<file path="config.mk">
export PLATFORM = sky130hd
export DESIGN_NAME = tlc_req_conditioner
export DESIGN_NICKNAME = d
export VERILOG_FILES = /design/src/rtl/tlc_pkg.sv /design/src/rtl/tlc_debounce.sv /design/src/rtl/tlc_req_conditioner.sv
export SDC_FILE = /design/constraint.sdc
export NUM_CORES = 1
export LEC_CHECK = 0
export ABC_AREA = 1
export CORE_ASPECT_RATIO = 0.8
export CORE_MARGIN = 2
export CORE_UTILIZATION = 40
export CTS_CLUSTER_DIAMETER = 40
export CTS_CLUSTER_SIZE = 16
export DETAILED_ROUTE_END_ITERATION = 10
export GPL_TIMING_DRIVEN = 0
export HOLD_SLACK_MARGIN = 0.12
export PLACE_DENSITY = 0.59
export SLEW_MARGIN = 5
export SYNTH_ARGS = -nofsm -noshare
export SYNTH_HDL_FRONTEND = slang
export SYNTH_HIERARCHICAL = 1
export SYNTH_SLANG_ARGS = --single-unit
</file>
<file path="constraint.sdc">
create_clock -name clk -period 2.6 [get_ports clk]
set_clock_uncertainty 0.2 [all_clocks]
set_input_delay 0.52 -clock clk [delete_from_list [all_inputs] [get_ports clk]]
set_output_delay 0.52 -clock clk [all_outputs]
set_load 0.02 [all_outputs]
</file>
<file path="src/rtl/tlc_pkg.sv">
// Shared definitions for the traffic-light input conditioner: channel
// indices and the per-channel debounce state encoding.
package tlc_pkg;

    localparam int NUM_CH    = 4;
    localparam int CH_NS_PED = 0;
    localparam int CH_EW_PED = 1;
    localparam int CH_NS_CAR = 2;
    localparam int CH_EW_CAR = 3;

    // S_LO/S_HI are settled levels; CHK_* are "candidate new level" states
    // that must see DEB_CYCLES consecutive agreeing samples to commit.
    typedef enum logic [1:0] {
        S_LO   = 2'd0,
        CHK_HI = 2'd1,
        S_HI   = 2'd2,
        CHK_LO = 2'd3
    } deb_state_e;

endpackage

</file>
<file path="src/rtl/tlc_debounce.sv">
// Single-channel conditioner: 2-flop synchroniser followed by a
// four-state debounce FSM. Besides the debounced level it exposes the
// level the FSM will hold after the next edge, so the parent can act on
// a debounced edge in the same cycle the level changes.
module tlc_debounce #(
    parameter int DEB_CYCLES = 4
) (
    input  logic clk,
    input  logic rst,
    input  logic din,
    output logic clean,
    output logic clean_nxt
);
    import tlc_pkg::*;

    localparam int              CNT_W    = $clog2(DEB_CYCLES + 1);
    localparam logic [CNT_W-1:0] CNT_ONE  = CNT_W'(1);
    localparam logic [CNT_W-1:0] CNT_LAST = CNT_W'(DEB_CYCLES - 1);

    logic             sync_p0;
    logic             sync_p1;
    deb_state_e       state;
    deb_state_e       state_nxt;
    logic [CNT_W-1:0] cnt;
    logic [CNT_W-1:0] cnt_nxt;

    // Two-flop synchroniser for the asynchronous raw input.
    always_ff @(posedge clk or negedge rst) begin
        if (!rst) begin
            sync_p0 <= 1'b0;
            sync_p1 <= 1'b0;
        end else begin
            sync_p0 <= din;
            sync_p1 <= sync_p0;
        end
    end

    // Debounce state and stability counter registers.
    always_ff @(posedge clk or negedge rst) begin
        if (!rst) begin
            state <= S_LO;
            cnt   <= '0;
        end else begin
            state <= state_nxt;
            cnt   <= cnt_nxt;
        end
    end

    // Next-state logic: a level change commits only after DEB_CYCLES
    // consecutive synchronised samples at the new level.
    always_comb begin
        state_nxt = state;
        cnt_nxt   = cnt;
        case (state)
            S_LO: begin
                if (sync_p1) begin
                    if (DEB_CYCLES == 1) begin
                        state_nxt = S_HI;
                        cnt_nxt   = '0;
                    end else begin
                        state_nxt = CHK_HI;
                        cnt_nxt   = CNT_ONE;
                    end
                end
            end
            CHK_HI: begin
                if (!sync_p1) begin
                    state_nxt = S_LO;
                    cnt_nxt   = '0;
                end else if (cnt == CNT_LAST) begin
                    state_nxt = S_HI;
                    cnt_nxt   = '0;
                end else begin
                    cnt_nxt = cnt + CNT_ONE;
                end
            end
            S_HI: begin
                if (!sync_p1) begin
                    if (DEB_CYCLES == 1) begin
                        state_nxt = S_LO;
                        cnt_nxt   = '0;
                    end else begin
                        state_nxt = CHK_LO;
                        cnt_nxt   = CNT_ONE;
                    end
                end
            end
            CHK_LO: begin
                if (sync_p1) begin
                    state_nxt = S_HI;
                    cnt_nxt   = '0;
                end else if (cnt == CNT_LAST) begin
                    state_nxt = S_LO;
                    cnt_nxt   = '0;
                end else begin
                    cnt_nxt = cnt + CNT_ONE;
                end
            end
            default: begin
                state_nxt = S_LO;
                cnt_nxt   = '0;
            end
        endcase
    end

    // Debounced level is high while settled high or checking a fall.
    always_comb begin
        clean     = (state == S_HI) || (state == CHK_LO);
        clean_nxt = (state_nxt == S_HI) || (state_nxt == CHK_LO);
    end

endmodule

</file>
<file path="src/rtl/tlc_req_conditioner.sv">
// Input conditioner in front of the traffic light controller: debounces
// four raw inputs, latches one pending request per channel until acked,
// and generates the controller's free-running tick.
// Optional stuck-input detection is compiled in with TLC_REQ_STUCK_DET_EN.
module tlc_req_conditioner
    import tlc_pkg::*;
#(
    parameter int DEB_CYCLES   = 4,
    parameter int TICK_DIV     = 10,
    parameter int STUCK_CYCLES = 1000
) (
    input  logic              clk,
    input  logic              rst,
    input  logic [NUM_CH-1:0] btn_raw,
    input  logic [NUM_CH-1:0] ack,
    output logic [NUM_CH-1:0] req,
    output logic [NUM_CH-1:0] btn_clean,
    output logic              tick,
    output logic [NUM_CH-1:0] stuck
);

    localparam int               TCNT_W    = $clog2(TICK_DIV);
    localparam logic [TCNT_W-1:0] TCNT_LAST = TCNT_W'(TICK_DIV - 1);
    localparam logic [TCNT_W-1:0] TCNT_ONE  = TCNT_W'(1);

    logic [NUM_CH-1:0] btn_clean_nxt;
    logic [NUM_CH-1:0] rise;
    logic [NUM_CH-1:0] req_mask;
    logic [TCNT_W-1:0] tcnt;

    for (genvar g = 0; g < NUM_CH; g++) begin : g_deb
        tlc_debounce #(
            .DEB_CYCLES (DEB_CYCLES)
        ) u_deb (
            .clk       (clk),
            .rst       (rst),
            .din       (btn_raw[g]),
            .clean     (btn_clean[g]),
            .clean_nxt (btn_clean_nxt[g])
        );
    end

    // A request is raised by the debounced 0->1 transition only.
    assign rise = btn_clean_nxt & ~btn_clean;

    // Pending-request latch: mask beats set, set beats ack.
    always_ff @(posedge clk or negedge rst) begin
        if (!rst) begin
            req <= '0;
        end else begin
            for (int i = 0; i < NUM_CH; i++) begin
                if (req_mask[i]) begin
                    req[i] <= 1'b0;
                end else if (rise[i]) begin
                    req[i] <= 1'b1;
                end else if (ack[i]) begin
                    req[i] <= 1'b0;
                end
            end
        end
    end

    // Free-running timebase: tick follows the terminal count by one edge,
    // so the first pulse appears on the TICK_DIV-th edge after reset.
    always_ff @(posedge clk or negedge rst) begin
        if (!rst) begin
            tcnt <= '0;
            tick <= 1'b0;
        end else begin
            tick <= (tcnt == TCNT_LAST);
            if (tcnt == TCNT_LAST) begin
                tcnt <= '0;
            end else begin
                tcnt <= tcnt + TCNT_ONE;
            end
        end
    end

`ifdef TLC_REQ_STUCK_DET_EN
    localparam int               HCNT_W    = $clog2(STUCK_CYCLES + 1);
    localparam logic [HCNT_W-1:0] HCNT_MAX  = HCNT_W'(STUCK_CYCLES);
    localparam logic [HCNT_W-1:0] HCNT_LAST = HCNT_W'(STUCK_CYCLES - 1);
    localparam logic [HCNT_W-1:0] HCNT_ONE  = HCNT_W'(1);

    logic [HCNT_W-1:0] hcnt [NUM_CH];
    logic [NUM_CH-1:0] stuck_r;
    logic [NUM_CH-1:0] stuck_hit;

    // Flag the edge on which the high-time count reaches STUCK_CYCLES.
    always_comb begin
        for (int i = 0; i < NUM_CH; i++) begin
            stuck_hit[i] = btn_clean[i] && btn_clean_nxt[i] && (hcnt[i] == HCNT_LAST);
        end
    end

    // Saturating high-time counter; cleared as the debounced level falls.
    always_ff @(posedge clk or negedge rst) begin
        if (!rst) begin
            for (int i = 0; i < NUM_CH; i++) begin
                hcnt[i] <= '0;
            end
            stuck_r <= '0;
        end else begin
            for (int i = 0; i < NUM_CH; i++) begin
                if (!btn_clean_nxt[i]) begin
                    hcnt[i]    <= '0;
                    stuck_r[i] <= 1'b0;
                end else if (btn_clean[i] && (hcnt[i] != HCNT_MAX)) begin
                    hcnt[i] <= hcnt[i] + HCNT_ONE;
                    if (stuck_hit[i]) begin
                        stuck_r[i] <= 1'b1;
                    end
                end
            end
        end
    end

    assign req_mask = stuck_r | stuck_hit;
    assign stuck    = stuck_r;
`else
    assign req_mask = '0;
    assign stuck    = '0;
`endif

endmodule

</file>
### After elaboration in Yosys (flattened, before gate mapping)

Index checks and enable logic that the tools add are counted.

| storage, ports and cells | value |
|---|---|
| register bits after elaboration | 37 |
| input port bits | 10 |
| output and inout port bits | 13 |
| word-level logic and storage cells | 143 |

| cells by class | value |
|---|---|
| add/sub/neg operators | 5 |
| eq/ne operators | 33 |
| mux-type cells | 61 |
| bitwise operators | 2 |
| reduce and logical (&&, ||, !) cells | 20 |

Operator list:

| operator | number |
|---|---|
| $mux W3 | 20 |
| $mux W2 | 24 |
| $pmux W3 S4 | 4 |
| $eq A2 B2 Y1 const B | 16 |
| $pmux W2 S4 | 4 |
| $add A3 B1 Y3 const B | 4 |
| $eq A3 B2 Y1 const B | 4 |
| $eq A2 B1 Y1 const B | 4 |
| $logic_not A2 Y1 | 4 |
| $logic_or A1 B1 Y1 | 8 |
| $mux W1 | 8 |
| $ne A2 B1 Y1 const B | 4 |
| $ne A2 B2 Y1 const B | 4 |
| $reduce_and A2 Y1 | 4 |
| $reduce_bool A2 Y1 | 4 |
| $add A4 B1 Y4 const B | 1 |
| $and A4 B4 Y4 | 1 |
| $eq A4 B4 Y1 const B | 1 |
| $mux W4 | 1 |
| $not A4 Y4 | 1 |

### Depth between registers and ports, before layout

Gate-level depths: netlist of run 1.

| depth | value |
|---|---|
| word-level depth | 8 |
| mapped depth | 6 |

### Cells and area by module

Netlist of run 1, hierarchy kept.

Modules (own cells, without submodules):

| module | instances | cells each | area each (um^2) |
|---|---|---|---|
| tlc_debounce | 4 | 37 | 321.6 |
| tlc_req_conditioner | 1 | 42 | 390.4 |

### Worst setup path after synthesis of run 1

No wires, ideal clock.

| path | value |
|---|---|
| path kind | flip-flop to output port |
| from | register g_deb[1].u_deb.state[1] |
| to | output btn_clean[1] |
| arrival | 634 ps |
| data required time | 1880 ps |
| setup slack | 1246 ps |
| cell stages (with the launch flop) | 2 |
| buffers on the path | 1 |
| cell sequence | dfrtp_1 -> clkbuf_1 |

| on the way | value |
|---|---|
| longest elaborated chain between the ends | 2 |

RTL lines:

| item | line | text |
|---|---|---|
| from (decl) | tlc_debounce.sv:22 | `deb_state_e state;` |
| from (signal assigned) | tlc_debounce.sv:44 | `state <= state_nxt;` |
| $eq A2 B2 Y1 | tlc_debounce.sv:108 | `clean = (state == S_HI) \|\| (state == CHK_LO);` |
| $logic_or A1 B1 Y1 (*) | tlc_debounce.sv:108 |  |
| to (decl) | tlc_req_conditioner.sv:17 | `output logic [NUM_CH-1:0] btn_clean,` |

Every way passes the cells marked *; elsewhere a longest branch is shown, timed or not.

### Final worst setup path of run 1

Same ends and word-level chain as after synthesis.

==> summary.txt, run 1 <==
# diodes: 0
Mapped Area: 0.001677 mm2
Leak: 1.014 nW
# nets final: 232
DIE HEIGHT: 61.91 um
Clock slew at reported path FFs: 0.07 ns
WP data required: 1.88 ns
CP max-delay cell: clkdlybuf4s50_1
Most frequent cells in the layout: nand2_1, dfrtp_1, inv_1
Wire per inst: 9.630 um
Drt initial violations: 78
Final Max Slew Viols: 0
Num CTS Buffers: 5
Total grt overflow: 0
CP max FO: 6
Period utilization: 84.80%
Total Routing Usage GR: 13.29%
Post-synth top area share: 55.22%
CTS tree: done
Cts repair resizes: 0
Clock root buffer: clkbuf_8
Post-DP HPWL: 1.827 mm
Reg2reg start: g_deb[3].u_deb/cnt[0]
Die ar.: 0.004729 mm2
Yosys top cell by area: dfrtp_1
Smallest hold slack: 0.1061 ns
Htree depth: 2
Final count of hold timing violations: 0
Worst setup endpoint: btn_clean[1]
Commonest non-fill, non-tap cell in the layout: nand2_1
Antenna violations before repair: 0
Setup Buffers After CTS: 0
Startpoint class of the critical path: flip-flop
Chip Width: 76.39 um
Share of cells above drive strength 1: 12.33%
Tmin final: 2.205 ns
Synth area leaders: dfrtp_1, nand2_1, nand3_1, inv_1, a31oi_2
Worst ir drop on vdd: 370.9 uV
Worst skew pair latency: 0.29 ns
# DRC: 0
Max Cap Violations: 0
DR vias: 1,196
Vias per cell: 4.333
Synth Register Bits: 37
Routed Antenna Nets: 0
IO Port Bufs: 18
Crit Path Class: reg2out
CP delay by family, top: buffers and inverters
Crit. End Element: output port
Reg2Reg Depth: 6
PD cells: 954.1 mW/mm2
Synth Instances: 190
Largest net degree at the start of global routing: 38
Starting Density: 40.90%
Critical Path Stages: 2
Syn Area/Cell: 8.824 um2
# hold bufs at CTS: 0
Yosys cell types: 19
Worst Hold Class: in2async
Row count: 21
CP startpoint: g_deb[1].u_deb/state[1]
P&R area growth vs syn: 20.52%
Non-filler cells, final: 276
RSZ-0062 raised after global routing: no
Placer Congestion: 0.7572
Reg2Reg Setup Slack: 1.21 ns
CP peak stage delay: 0.61 ns
I/O pins: 23
Placed cell count: 268
Critical path, cell by cell: clkbuf_1 > clkdlybuf4s50_1
Achievable clock frequency: 0.4536 GHz
Clock sinks: 37
Status: finished clean
WP buf/inv: 2
Worst R2R End: req[3]
CTS max path bufs: 2
Ys Warns: 6
Register area share after synthesis: 55.22%
WP data arrival: 1.48 ns
Slew margin rel.: 47.19%
Setup violators final: 0
Total iterations of the first detailed-routing run: 6
Core box area: 0.004099 mm2
Vias in the first global route: 1,045
First-pass GRT wire length: 4.698 mm
Slew @ Worst Pin: 0.7921 ns
Final WL: 2.658 mm
==> layer usage <==
layer	track usage, %	up-vias	share of wire [%]
met4	8.831	0	2.4
met5	0	-	0
li1	-	650	-
met3	5.347	7	5.4
met2	18.33	20	37
met1	17.48	519	55
==> cell usage after synthesis (all sizes together) <==
cell type,n
nand2,45
dfrtp,37
inv,36
nand3,26
nor2,10
o21ai,9
a31oi,4
buf,4
clkbuf,4
ha,4
nand3b,4
o22ai,4
conb,1
nand4,1
xor2,1
==> power by group <==
group	internal, W	switching, W	leakage, nW	total (W)
Clock	0.000185	0.000202	0.0439	0.000387
Combinational	0.000305	0.000375	0.515	0.000680
Sequential	0.000719	0.000142	0.455	0.000861
==> worst min-delay path by stage <==
stage / endpoint / from / cells past startpoint / slack, ns
after floorplan: g_deb[0].u_deb/cnt[0] / rst / 0 / 0.02
after global placement: g_deb[3].u_deb/sync_p1 / g_deb[3].u_deb/sync_p0 / 0 / 0.13
after detailed placement: g_deb[1].u_deb/sync_p1 / g_deb[1].u_deb/sync_p0 / 0 / 0.13
after CTS: req[1] / rst / 1 / 0.15
after global routing: g_deb[1].u_deb/sync_p1 / g_deb[1].u_deb/sync_p0 / 0 / 0.16
final: req[1] / rst / 1 / 0.11
==> state kept, by name (all words and copies together) (netlist names) <==
signal and cells:
g_deb.u_deb/state 8, g_deb.u_deb/cnt 12, tick 1, req 4, tcnt 4, g_deb.u_deb/sync_p0 4
g_deb.u_deb/sync_p1 4
==> final cells by class <==
class                           count  area, um2
Buffer                              8      45.04
Clock buffer                        5      68.82
Clock inverter                      3      17.52
Fill cell                         400       2078
Inverter                           36      135.1
Multi-Input combinational cell    112      581.8
Sequential cell                    37      925.9
Tap cell                           57      71.32
Timing Repair Buffer               18      175.2
==> kinds of logic (layout without fill, tap and decap cells) <==
kind of cell               count (synthesis)  after routing  share of synthesized area (%)
AOI/OAI and AO/OA                         17             17                          7.164
DFF                                       37             37                          55.22
xor gates and xnor gates                   1              1                         0.5225
buffers and inverters                     44             70                          10.75
other                                      1              4                         0.2237
adders and majority gates                  4              4                          2.985
and+or+nand+nor                           86             86                          23.13
==> through the flow <==
step	total power, W	instance area, um2	worst slack [ns]	utilization (%)	TNS, ns
finish	0.001928	2021	0.3953	49.30	0
global route	0.002109	2021	0.3168	49.30	0
CTS	0.001962	2021	0.3651	49.30	0
detailed placement	0.001557	1934	0.7016	47.19	0
floorplan	0.001330	1688	1.246	-	0
global placement	0.001550	1939	-0.08143	47.31	-2.937
Power figures use the tool's default switching activity.
==> run 2, diff against run 1 <==
==> constraint.sdc (replaced) <==
create_clock -name clk -period 2.3 [get_ports clk]
set_clock_uncertainty 0.2 [all_clocks]
set_input_delay 0.46 -clock clk [delete_from_list [all_inputs] [get_ports clk]]
set_output_delay 0.46 -clock clk [all_outputs]
set_load 0.02 [all_outputs]
==> summary.txt, run 2 (same netlist as run 1, synthesis figures left out) <==
Top flop regs: g_deb.u_deb/cnt: 12 flops, g_deb.u_deb/state: 8 flops
Cts repair resizes: 0
Most frequent cells in the layout: nand2_1, dfrtp_1, inv_1
# diodes: 0
Leak: 1.018 nW
Dpl ws: 0.4616 ns
# nets final: 233
Worst setup margin: 0.1553 ns
Most flop-heavy register: g_deb.u_deb/cnt
Chip Width: 76.39 um
Crit Path Class: reg2out
Total grt overflow: 0
Post-DP HPWL: 1.827 mm
Final count of hold timing violations: 0
Htree depth: 2
Layout Cell Area excl Fill: 0.002031 mm2
DIE HEIGHT: 61.91 um
Max Cap Violations: 0
Achievable clock frequency: 0.4663 GHz
CP max-delay cell: clkdlybuf4s50_1
Clock sinks: 37
Slew @ Worst Pin: 0.7932 ns
Drt initial violations: 68
Crit. End Element: output port
Final WL: 2.660 mm
CP delay by family, top: buffers and inverters
Power after layout: 0.002181 W
Die ar.: 0.004729 mm2
Commonest non-fill, non-tap cell in the layout: nand2_1
Num CTS Buffers: 5
Startpoint class of the critical path: flip-flop
WP data required: 1.64 ns
Tmin final: 2.145 ns
P&R area growth vs syn: 21.12%
Routed Antenna Nets: 0
Post-DP Area: 0.001934 mm2
Antenna violations before repair: 0
Non-filler cells, final: 277
Row count: 21
IO Port Bufs: 18
Final Max Slew Viols: 0
I/O pins: 23
Slew margin rel.: 47.12%
Core box area: 0.004099 mm2
PD cells: 1074 mW/mm2
Vias in the first global route: 1,048
Max reg flops: 12
WP buf/inv: 2
Share of cells above drive strength 1: 12.27%
CTS max path bufs: 2
First-pass GRT wire length: 4.712 mm
# DRC: 0
CP max FO: 6
Worst Hold Class: reg2reg
CTS tree: done
RSZ-0062 raised after global routing: no
Placed cell count: 268
Clock slew at reported path FFs: 0.07 ns
Wire per inst: 9.603 um
Starting Density: 40.90%
Vias per cell: 4.325
Worst skew pair latency: 0.29 ns
Total iterations of the first detailed-routing run: 6
Total Routing Usage GR: 13.32%
Smallest hold slack: 0.1488 ns
DR vias: 1,198
Status: finished clean
Reg2Reg Setup Slack: 0.91 ns
WP data arrival: 1.48 ns
Clock root buffer: clkbuf_8
CP peak stage delay: 0.61 ns
Setup violators final: 0
Worst ir drop on vdd: 419.3 uV
Period utilization: 93.25%
Critical path, cell by cell: clkbuf_1 > clkdlybuf4s50_1
Largest net degree at the start of global routing: 38
Placer Congestion: 0.7572
-- run 2: cell count changes in the layout (fill, tap and decap cells not counted) --
cell	change
dlygate4sd3_1	+1
-- run 2: path summary, 6_finish.rpt --
check	cells after the start	startpoint	end
worst max-delay path	2	g_deb[1].u_deb/state[1]	btn_clean[1]
worst min-delay path	0	g_deb[3].u_deb/sync_p0	g_deb[3].u_deb/sync_p1
worst max register to register	6	g_deb[3].u_deb/cnt[0]	req[3]
worst min register to register	0	g_deb[3].u_deb/sync_p0	g_deb[3].u_deb/sync_p1
max in group asynchronous	2	rst	g_deb[2].u_deb/state[0]
min in group asynchronous	2	rst	req[1]
-- run 2: layer usage --
layer	wire (um)	vias up	global-route usage, %	share of wire, %
met2	973	20	18.33	37
met3	142	7	5.347	5.3
met5	0	-	0	0
li1	-	652	-	-
met4	64	0	8.831	2.4
met1	1479	519	17.57	56
-- run 2: final cells by class --
class	count	area, um2
Buffer	8	45.04
Clock buffer	5	68.82
Clock inverter	3	17.52
Fill cell	399	2068
Inverter	36	135.1
Multi-Input combinational cell	112	581.8
Sequential cell	37	925.9
Tap cell	57	71.32
Timing Repair Buffer	19	185.2
-- run 2: through the flow --
| stage | utilization, % | TNS (ns) |
|---|---|---|
| floorplan | - | 0 |
| global placement | 47.31 | -11.82 |
| detailed placement | 47.19 | 0 |
| CTS | 49.54 | 0 |
| global route | 49.54 | 0 |
| finish | 49.54 | 0 |
-- run 2: power by group --
group / internal, W / leakage, nW / switching (W) / total [W]
clock network: 0.000209 / 0.0439 / 0.000229 / 0.000438
logic: 0.000346 / 0.519 / 0.000424 / 0.000770
registers: 0.000813 / 0.455 / 0.000160 / 0.000973
total: 0.00137 / 1.02 / 0.000813 / 0.00218
-- run 2: what timing repair did --
item	CTS	global route
endpoints found under the setup margin	0	0
endpoints found under the hold margin	37	0
hold buffers	1	0
buffers inserted	0	0
==> run 3, diff against run 2 <==
--- a/config.mk
+++ b/config.mk
@@ -15,6 +15,7 @@
 export GPL_TIMING_DRIVEN = 0
 export HOLD_SLACK_MARGIN = 0.12
 export PLACE_DENSITY = 0.59
+export SKIP_CTS_REPAIR_TIMING = 1
 export SLEW_MARGIN = 5
 export SYNTH_ARGS = -nofsm -noshare
 export SYNTH_HDL_FRONTEND = slang
==> results of run 3 <==
Same layout as run 1 (identical final DEF). Status: finished clean.
Among the figures that moved: setup slack after placement 0.7016 ns -> 0.4616 ns; setup slack after layout 0.3953 ns -> 0.1553 ns; hold slack 0.1061 ns -> 0.04607 ns; register-to-register setup slack 1.21 ns -> 0.91 ns; total power 0.001928 W -> 0.002179 W; worst IR drop on VDD 370.9 uV -> 419.3 uV
